--- config.mk ---
export PLATFORM = sky130hd
export DESIGN_NAME = trng_conditioner
export DESIGN_NICKNAME = d
export VERILOG_FILES = /design/src/rtl/trng_conditioner.sv
export SDC_FILE = /design/constraint.sdc
export NUM_CORES = 1
export LEC_CHECK = 0
export CORE_MARGIN = 10
export CORE_UTILIZATION = 55
export DETAILED_ROUTE_END_ITERATION = 6
export PLACE_DENSITY_LB_ADDON = 0.2
export SKIP_CTS_REPAIR_TIMING = 1
export SYNTH_ARGS = -nofsm -noshare
export SYNTH_HDL_FRONTEND = slang
export SYNTH_SLANG_ARGS = --single-unit
--- constraint.sdc ---
create_clock -name clk_100mhz -period 3.7 [get_ports clk_100mhz]
set_input_delay 0.37 -clock clk_100mhz [delete_from_list [all_inputs] [get_ports clk_100mhz]]
set_output_delay 0.37 -clock clk_100mhz [all_outputs]
set_load 0.005 [all_outputs]
--- src/rtl/trng_conditioner.sv ---
// Raw ring-oscillator bit conditioner: two-flop synchronizer, fixed-rate sampler,
// von Neumann debiaser, word packer, show-ahead output FIFO and repetition-count health test.
module trng_conditioner #(
    parameter int WIDTH      = 9,
    parameter int SAMPLE_DIV = 4,
    parameter int FIFO_DEPTH = 4,
    parameter int REP_LIMIT  = 64
) (
    input  logic                              clk_100mhz,
    input  logic                              rst_n,
    input  logic                              raw_bit,
    input  logic                              enable,
    input  logic                              rnd_ready,
    output logic [WIDTH-1:0]                  rnd_data,
    output logic                              rnd_valid,
    output logic [$clog2(FIFO_DEPTH+1)-1:0]   fifo_level,
    output logic [7:0]                        drop_cnt,
    output logic                              health_fail
);

    localparam int DIV_W  = (SAMPLE_DIV > 2) ? $clog2(SAMPLE_DIV) : 1;
    localparam int BCNT_W = $clog2(WIDTH);
    localparam int RUN_W  = $clog2(REP_LIMIT + 1);
    localparam int PTR_W  = (FIFO_DEPTH > 1) ? $clog2(FIFO_DEPTH) : 1;
    localparam int LVL_W  = $clog2(FIFO_DEPTH + 1);

    typedef enum logic {
        ST_FIRST  = 1'b0,
        ST_SECOND = 1'b1
    } pair_state_e;

    pair_state_e         state_q, state_d;
    logic [1:0]          sync_q, sync_d;
    logic [DIV_W-1:0]    div_q, div_d;
    logic                b0_q, b0_d;
    logic [RUN_W-1:0]    run_len_q, run_len_d;
    logic                prev_q, prev_d;
    logic                seen_q, seen_d;
    logic                health_q, health_d;
    logic [WIDTH-1:0]    shreg_q, shreg_d;
    logic [BCNT_W-1:0]   bcnt_q, bcnt_d;
    logic [PTR_W-1:0]    wr_ptr_q, wr_ptr_d;
    logic [PTR_W-1:0]    rd_ptr_q, rd_ptr_d;
    logic [LVL_W-1:0]    level_q, level_d;
    logic [7:0]          drop_q, drop_d;
    logic [WIDTH-1:0]    mem_q [FIFO_DEPTH];

    logic                sync_bit;
    logic                tick;
    logic                load_b0;
    logic                emit_vld;
    logic                emit_bit;
    logic                fail_now;
    logic                block;
    logic                push_req;
    logic                push_ok;
    logic                pop;
    logic [WIDTH-1:0]    push_word;

    assign sync_bit = sync_q[1];
    assign tick     = enable && (div_q == DIV_W'(SAMPLE_DIV - 1));

    // Pair FSM: state register
    always_ff @(posedge clk_100mhz) begin
        if (!rst_n) begin
            state_q <= ST_FIRST;
        end else begin
            state_q <= state_d;
        end
    end

    // Pair FSM: next state; dropping enable abandons any half-collected pair
    always_comb begin
        state_d = state_q;
        if (!enable) begin
            state_d = ST_FIRST;
        end else if (tick) begin
            state_d = (state_q == ST_FIRST) ? ST_SECOND : ST_FIRST;
        end
    end

    // Pair FSM: outputs
    always_comb begin
        load_b0  = 1'b0;
        emit_vld = 1'b0;
        emit_bit = b0_q;
        if (tick) begin
            if (state_q == ST_FIRST) begin
                load_b0 = 1'b1;
            end else begin
                emit_vld = (b0_q != sync_bit);
            end
        end
    end

    always_comb begin
        sync_d    = {sync_q[0], raw_bit};
        div_d     = (!enable || tick) ? '0 : div_q + DIV_W'(1);
        b0_d      = load_b0 ? sync_bit : b0_q;

        run_len_d = run_len_q;
        prev_d    = prev_q;
        seen_d    = seen_q;
        if (tick) begin
            seen_d = 1'b1;
            prev_d = sync_bit;
            if (!seen_q || (sync_bit != prev_q)) begin
                run_len_d = RUN_W'(1);
            end else if (run_len_q != RUN_W'(REP_LIMIT)) begin
                run_len_d = run_len_q + RUN_W'(1);
            end
        end
        // The tick that trips the test must already suppress its own push
        fail_now = tick && (run_len_d == RUN_W'(REP_LIMIT));
        health_d = health_q || fail_now;
        block    = health_q || fail_now;

        shreg_d   = shreg_q;
        bcnt_d    = bcnt_q;
        push_req  = 1'b0;
        push_word = {shreg_q[WIDTH-2:0], emit_bit};
        if (emit_vld && !block) begin
            shreg_d = push_word;
            if (bcnt_q == BCNT_W'(WIDTH - 1)) begin
                push_req = 1'b1;
                bcnt_d   = '0;
            end else begin
                bcnt_d = bcnt_q + BCNT_W'(1);
            end
        end

        // Space is judged on the registered level only; a same-cycle pop does not help
        push_ok  = push_req && (level_q < LVL_W'(FIFO_DEPTH));
        pop      = (level_q != '0) && rnd_ready;
        wr_ptr_d = push_ok ? wr_ptr_q + PTR_W'(1) : wr_ptr_q;
        rd_ptr_d = pop ? rd_ptr_q + PTR_W'(1) : rd_ptr_q;
        level_d  = level_q + LVL_W'(push_ok) - LVL_W'(pop);
        drop_d   = drop_q;
        if (push_req && !push_ok && (drop_q != 8'hFF)) begin
            drop_d = drop_q + 8'd1;
        end
    end

    always_ff @(posedge clk_100mhz) begin
        if (!rst_n) begin
            sync_q    <= '0;
            div_q     <= '0;
            b0_q      <= 1'b0;
            run_len_q <= '0;
            prev_q    <= 1'b0;
            seen_q    <= 1'b0;
            health_q  <= 1'b0;
            shreg_q   <= '0;
            bcnt_q    <= '0;
            wr_ptr_q  <= '0;
            rd_ptr_q  <= '0;
            level_q   <= '0;
            drop_q    <= '0;
        end else begin
            sync_q    <= sync_d;
            div_q     <= div_d;
            b0_q      <= b0_d;
            run_len_q <= run_len_d;
            prev_q    <= prev_d;
            seen_q    <= seen_d;
            health_q  <= health_d;
            shreg_q   <= shreg_d;
            bcnt_q    <= bcnt_d;
            wr_ptr_q  <= wr_ptr_d;
            rd_ptr_q  <= rd_ptr_d;
            level_q   <= level_d;
            drop_q    <= drop_d;
        end
    end

    always_ff @(posedge clk_100mhz) begin
        if (!rst_n) begin
            for (int i = 0; i < FIFO_DEPTH; i++) begin
                mem_q[i] <= '0;
            end
        end else if (push_ok) begin
            mem_q[wr_ptr_q] <= push_word;
        end
    end

    assign rnd_data    = mem_q[rd_ptr_q];
    assign rnd_valid   = (level_q != '0);
    assign fifo_level  = level_q;
    assign drop_cnt    = drop_q;
    assign health_fail = health_q;

endmodule

---- Word level (Yosys, flattened, before mapping) ----
Memories as Yosys holds them, arrays and structs flattened. A register that Yosys moved wholly into a read port is not among the register bits.
Cells that the tools add are included.
storage, ports and cells
  memories ................................ 1
  bits in registers ....................... 43
  RAM bits ................................ 36
  bits of input ports ..................... 5
  word-level logic and storage cells ...... 69
memories
  name   depth  width  read ports  clocked after Yosys merged registers in  write ports  line  RTL
  mem_q  4      9      1           1                                        4            46    logic [WIDTH-1:0] mem_q [FIFO_DEPTH];
cells by class
  bitwise logic cells ..................... 1
  add/subtract/negate cells ............... 8
  $lt $le $gt $ge ......................... 1
  equality and inequality tests ........... 7
  multiplexer cells ....................... 19
  reduce and logical (&&, ||, !) cells .... 18
operators by type and width
  operator                                            count
  two-way mux 7 bit                                   3
  two-way mux 1 bit                                   11
  two-way mux 9 bit                                   1
  OR reduction 9 bit                                  1
  adder 8 x 1 -> 8 bit (second input constant)        1
  inequality test 8 bit (second input constant)       1
  adder 7 x 1 -> 7 bit (second input constant)        1
  == test 7 bit (second input constant)               1
  logical AND 1 bit                                   7
  inequality test 7 bit (second input constant)       1
  adder 2 x 1 -> 2 bit (second input constant)        3
  two-way mux 2 bit                                   3
  adder 4 x 1 -> 4 bit (second input constant)        1
  == test 4 bit (second input constant)               1
  zero test 1 bit                                     4
  two-way mux 4 bit                                   1
  adder 3 x 1 -> 3 bit                                1
  logical OR 1 bit                                    3
  less-than comparator 3 bit (second input constant)  1
  nonzero test 3 bit                                  1
  subtractor 3 x 1 -> 3 bit                           1
  == test 2 bit (second input constant)               1
  inequality test 1 bit                               2
  AND reduction 2 bit                                 1
  other kinds (2)                                     2

---- Longest topological paths before layout ----
Gate-level depths: netlist (run 1).
  depth in word-level cells ............... 16
  gate-level depth with buffers ........... 16
  depth with buffers taken out ............ 15

---- Worst setup path before layout (run 1) ----
OpenSTA, ideal clock, no wires.
  path kind ............................... register -> register
  from .................................... register run_len_q[0]
  to ...................................... register level_q[2] (netlist: fifo_level[2])
  library setup time ...................... 0.128 ns
  period minus slack after synthesis ...... 3.193 ns
  cell stages (with the launch flop) ...... 16
  setup slack ............................. 0.507 ns
  data arrival time ....................... 3.065 ns
  path buffers ............................ 1
  cell sequence ........................... dfxtp_1 > ha_1 > nand2_1 > or3_1 > a311oi_2 > a31oi_1 > nand2_1 > buf_2 > ha_1 > inv_1 > ha_1 > inv_1 > fa_1 > xor2_1 > xnor2_1 > nor2_1
on the way
  longest elaborated chain between the ends .. 13
  elaborated cells on any way between the ends .. 14
  those cells by class .................... add/sub (3); eq/ne (2); mux (4); reduce/logical (5)
RTL lines
  element                                                               line      RTL
  start, declared                                                       36        logic [RUN_W-1:0] run_len_q, run_len_d;
  start signal, assigned                                                163       run_len_q <= run_len_d;
  adder 7 x 1 -> 7 bit / inequality test 7 bit (equally long branches)  110, 109
  two-way mux 7 bit                                                     109       end else if (run_len_q != RUN_W'(REP_LIMIT)) begin
  two-way mux 7 bit                                                     107       if (!seen_q || (sync_bit != prev_q)) begin
  two-way mux 7 bit (*)                                                 104       if (tick) begin
  == test 7 bit (*)                                                     114       fail_now = tick && (run_len_d == RUN_W'(REP_LIMIT));
  logical AND 1 bit (*)                                                 114
  logical OR 1 bit (*)                                                  116       block = health_q || fail_now;
  zero test 1 bit (*)                                                   122       if (emit_vld && !block) begin
  logical AND 1 bit (*)                                                 122
  two-way mux 1 bit (*)                                                 122
  logical AND 1 bit (*)                                                 133       push_ok = push_req && (level_q < LVL_W'(FIFO_DEPTH));
  adder 3 x 1 -> 3 bit (*)                                              137       level_d = level_q + LVL_W'(push_ok) - LVL_W'(pop);
  subtractor 3 x 1 -> 3 bit (*)                                         137
  end signal, assigned                                                  171       level_q <= level_d;
  end, declared                                                         44        logic [LVL_W-1:0] level_q, level_d;
Every way passes the cells marked *; elsewhere a longest branch is shown, timed or not.
A chain may end at the register's enable or synchronous reset.

---- Worst setup path in the final report (run 1) ----
Ends and elaborated chain as after synthesis.

==> out/metrics.csv, run 1 <==
metric;value;unit
synth_cells;350;
synth_top_family_by_area;simple AND/OR/NAND/NOR gates;
ys_seq_area_frac;0.546;
drv_slew;0;
rsz0062_at_grt;false;
synth_commonest_cells;nor2_1 (51), dfxtp_1 (45), nand2_1 (40);
status;finished, final reports clean;
grt_use_total;0.144;
cts_max_level;3;
cp_slowest_cell;dfxtp_1;
core;0.00639;mm^2
portBuffers;26;
critPathTopFamily;adder cells;
grt_pass1_wl;11900;um
synth.avg_cell_area;10.4;um^2
critPathRequiredTime;3.91;ns
via_per_inst;5.58;
ir_drop;259;uV
fmax;314;MHz
die_area;0.0103;mm^2
grt_pass1_vias;2522;
finalSetupViolations;0;
yosys.area.top_type_share;0.298;
cp_cell_sequence;ha_1 -> nand2_1 -> or3_1 -> a311oi_2 -> a31oi_1 -> nand2_1 -> ha_1 -> inv_1 -> ha_1 -> inv_1 -> fa_1 -> xor2_1 -> xnor2_1 -> nor2_1;
path_common_cell;ha_1;
cp.arrival;3.39;ns
synth-xor-area-share;0.0241;
p_leak;1.36;nW
synth_most_common_cell;nor2_1;
synth_compound_area_frac;0.0817;
cts.reportedPaths.clkPinSlew;0.08;ns
synth_ff_type;dfxtp_1;
power_density;398;mW/mm^2
nets;390;
grt-ovfl-total;0;
fin_crit_sh;0.861;
synth_area_leader_cell;edfxtp_1;
p_int;1.29;mW
drt_iter0_markers;96;
cts_tree;done;
utilization;0.648;
grt_max_degree;23;
power_frac_clock;0.387;
syn_to_final_growth;14.0;%
max_stage_delay;0.47;ns
synth_mux_area_frac;0.0669;
cts_made_buffers;9;
critPathBufInv;2;
antenna_left;0;
rrSetupSlack;0.51;ns
cts-root-buf;clkbuf_8;
die_h;101;um
wirelength;6970;um
ctsLongestPathBuffers;2;
seqPwrFrac;0.582;
antenna_found_initial;0;
dr.pass1.iters;5;
drive_above_1_share;0.0892;
die_w;101;um
slew_headroom;0.493;
avgRoutedWirePerCell;15.2;um
fin_tns_setup;0;ns
finClkSkew;0.00833;ns
synth_area;0.00363;mm^2
clock_latency;0.35;ns
start_util;0.569;
diodes;0;
synth_cell_types;43;
pin_count;27;
min_period;3.19;ns
power;1.65;mW
synthTopCellsByArea;edfxtp_1 (30%), dfxtp_1 (25%), mux4_2 (5.6%), nor2_1 (5.3%), nand2_1 (4.1%);
row_count;29;
ys_ff_latch;81;
dp_hpwl;4980;um
path_class;reg -> reg;
synth_simple_gate_area_frac;0.215;
crit_fanout;7;
async_flop_share;0;
sw_frac_of_total;0.217;
synth-edff-count;36;
switchingPower;0.358;mW
post-route-drc-count;0;
min_path_type;reg -> reg;
worst_pin_slew;0.760;ns
synth-adder-area-share;0.0331;
start_kind;flop;
place_congestion;0.941;
pwr-share-comb;0.031;
hold_viol;0;
yosys_warnings;0;
tritoncts_num_sinks;81;
num_vias;2554;
syn_nets;364;
maxCapViolCount;0;
cp-end-kind;flop;
-- cell type report --
| type | instances | area (um^2) |
|---|---|---|
| clock buffer | 10 | 128 |
| timing repair buffer | 31 | 298 |
| multi-input combinational | 242 | 1530 |
| fill | 542 | 2250 |
| tap | 77 | 96.3 |
| inverter | 11 | 41.3 |
| clock inverter | 6 | 68.8 |
| sequential | 81 | 1980 |
-- worst register-to-register path: stages, from the launching register on --
cell	delay, ns
dfxtp_1	0.47
ha_1	0.28
nand2_1	0.10
or3_1	0.36
a311oi_2	0.37
a31oi_1	0.16
nand2_1	0.12
ha_1	0.23
inv_1	0.05
ha_1	0.12
inv_1	0.04
fa_1	0.37
xor2_1	0.17
xnor2_1	0.14
nor2_1	0.06
-- layout by cell type, fill, tap and decap left out, types with 5 or more instances in the layout --
| cell | netlist | layout |
|---|---|---|
| a21oi_1 | 13 | 13 |
| and2_1 | 9 | 9 |
| buf_4 | 0 | 5 |
| clkbuf_8 | 0 | 9 |
| clkdlybuf4s50_1 | 0 | 26 |
| dfxtp_1 | 45 | 45 |
| edfxtp_1 | 36 | 36 |
| ha_1 | 8 | 8 |
| inv_1 | 11 | 11 |
| mux4_2 | 9 | 9 |
| nand2_1 | 40 | 40 |
| nand2b_1 | 5 | 5 |
| nand3_1 | 16 | 16 |
| nand4_1 | 6 | 6 |
| nor2_1 | 51 | 51 |
| nor3_1 | 10 | 10 |
| o21ai_0 | 10 | 10 |
| o21ai_1 | 6 | 6 |
| or3_1 | 8 | 8 |
| xor2_1 | 6 | 6 |
-- power by group through the flow --
stage	combinational, mW	clock, mW	sequential, mW
floorplan	0.0289	0	0.977
detailed placement	0.0526	0	0.981
CTS	0.0527	0.656	0.960
global placement	0.0518	0	0.979
finish	0.0514	0.639	0.959
global route	0.0575	0.682	0.962
-- registers in the layout, indices dropped and copies added, names as in the netlist, named ones only --
name / cells
drop_cnt: 8
b0_q: 1
wr_ptr_q: 2
rd_ptr_q: 2
health_fail: 1
seen_q: 1
div_q: 2
prev_q: 1
state_q: 1
shreg_q: 8
fifo_level: 3
sync_q: 2
mem_q: 36
bcnt_q: 4
run_len_q: 7
-- metal layers --
layer	vias to the layer above	global-route usage	routed length, um
met1	1201	0.173	3160
li1	1302	-	-
met3	10	0.0374	288
met2	41	0.239	3410
met5	-	0	0
met4	0	0.0611	110
-- final timing paths --
check                                   to                     from  cells after the start
hold reg to reg        div_q[0]$_SDFF_PP0_      div_q[0]$_SDFF_PP0_                      1
setup / recovery  fifo_level[2]$_SDFF_PN0_  run_len_q[0]$_SDFF_PN0_                     14
hold / removal         div_q[0]$_SDFF_PP0_      div_q[0]$_SDFF_PP0_                      1
setup reg to reg  fifo_level[2]$_SDFF_PN0_  run_len_q[0]$_SDFF_PN0_                     14
-- stage by stage --
stage	hold slack (ns)	setup WS [ns]	cells	cell area (um^2)
2_1_floorplan	0.404	0.507	350	3630
3_3_place_gp	0.415	0.483	442	3940
3_5_place_dp	0.422	0.418	442	3940
4_1_cts	0.436	0.515	458	4140
5_1_grt	0.451	0.222	458	4140
6_report	0.432	0.515	458	4140
-- cell families after synthesis --
group                      Yosys count
and+or+nand+nor                    162
buffers and inverters               27
adders and majority gates            9
muxes                               13
AOI/OAI and AO/OA                   48
DFF                                 81
xor gates and xnor gates            10
Note: power is estimated with default switching activity, not from simulation.
==> run 2: changes to the inputs <==
--- a/config.mk
+++ b/config.mk
@@ -7,6 +7,7 @@
 export LEC_CHECK = 0
 export CORE_MARGIN = 10
 export CORE_UTILIZATION = 55
+export CTS_CLUSTER_SIZE = 10
 export DETAILED_ROUTE_END_ITERATION = 6
 export PLACE_DENSITY_LB_ADDON = 0.2
 export SKIP_CTS_REPAIR_TIMING = 1
==> results of run 2 <==
No change in the layout: final DEF, timing and power equal those of run 1.
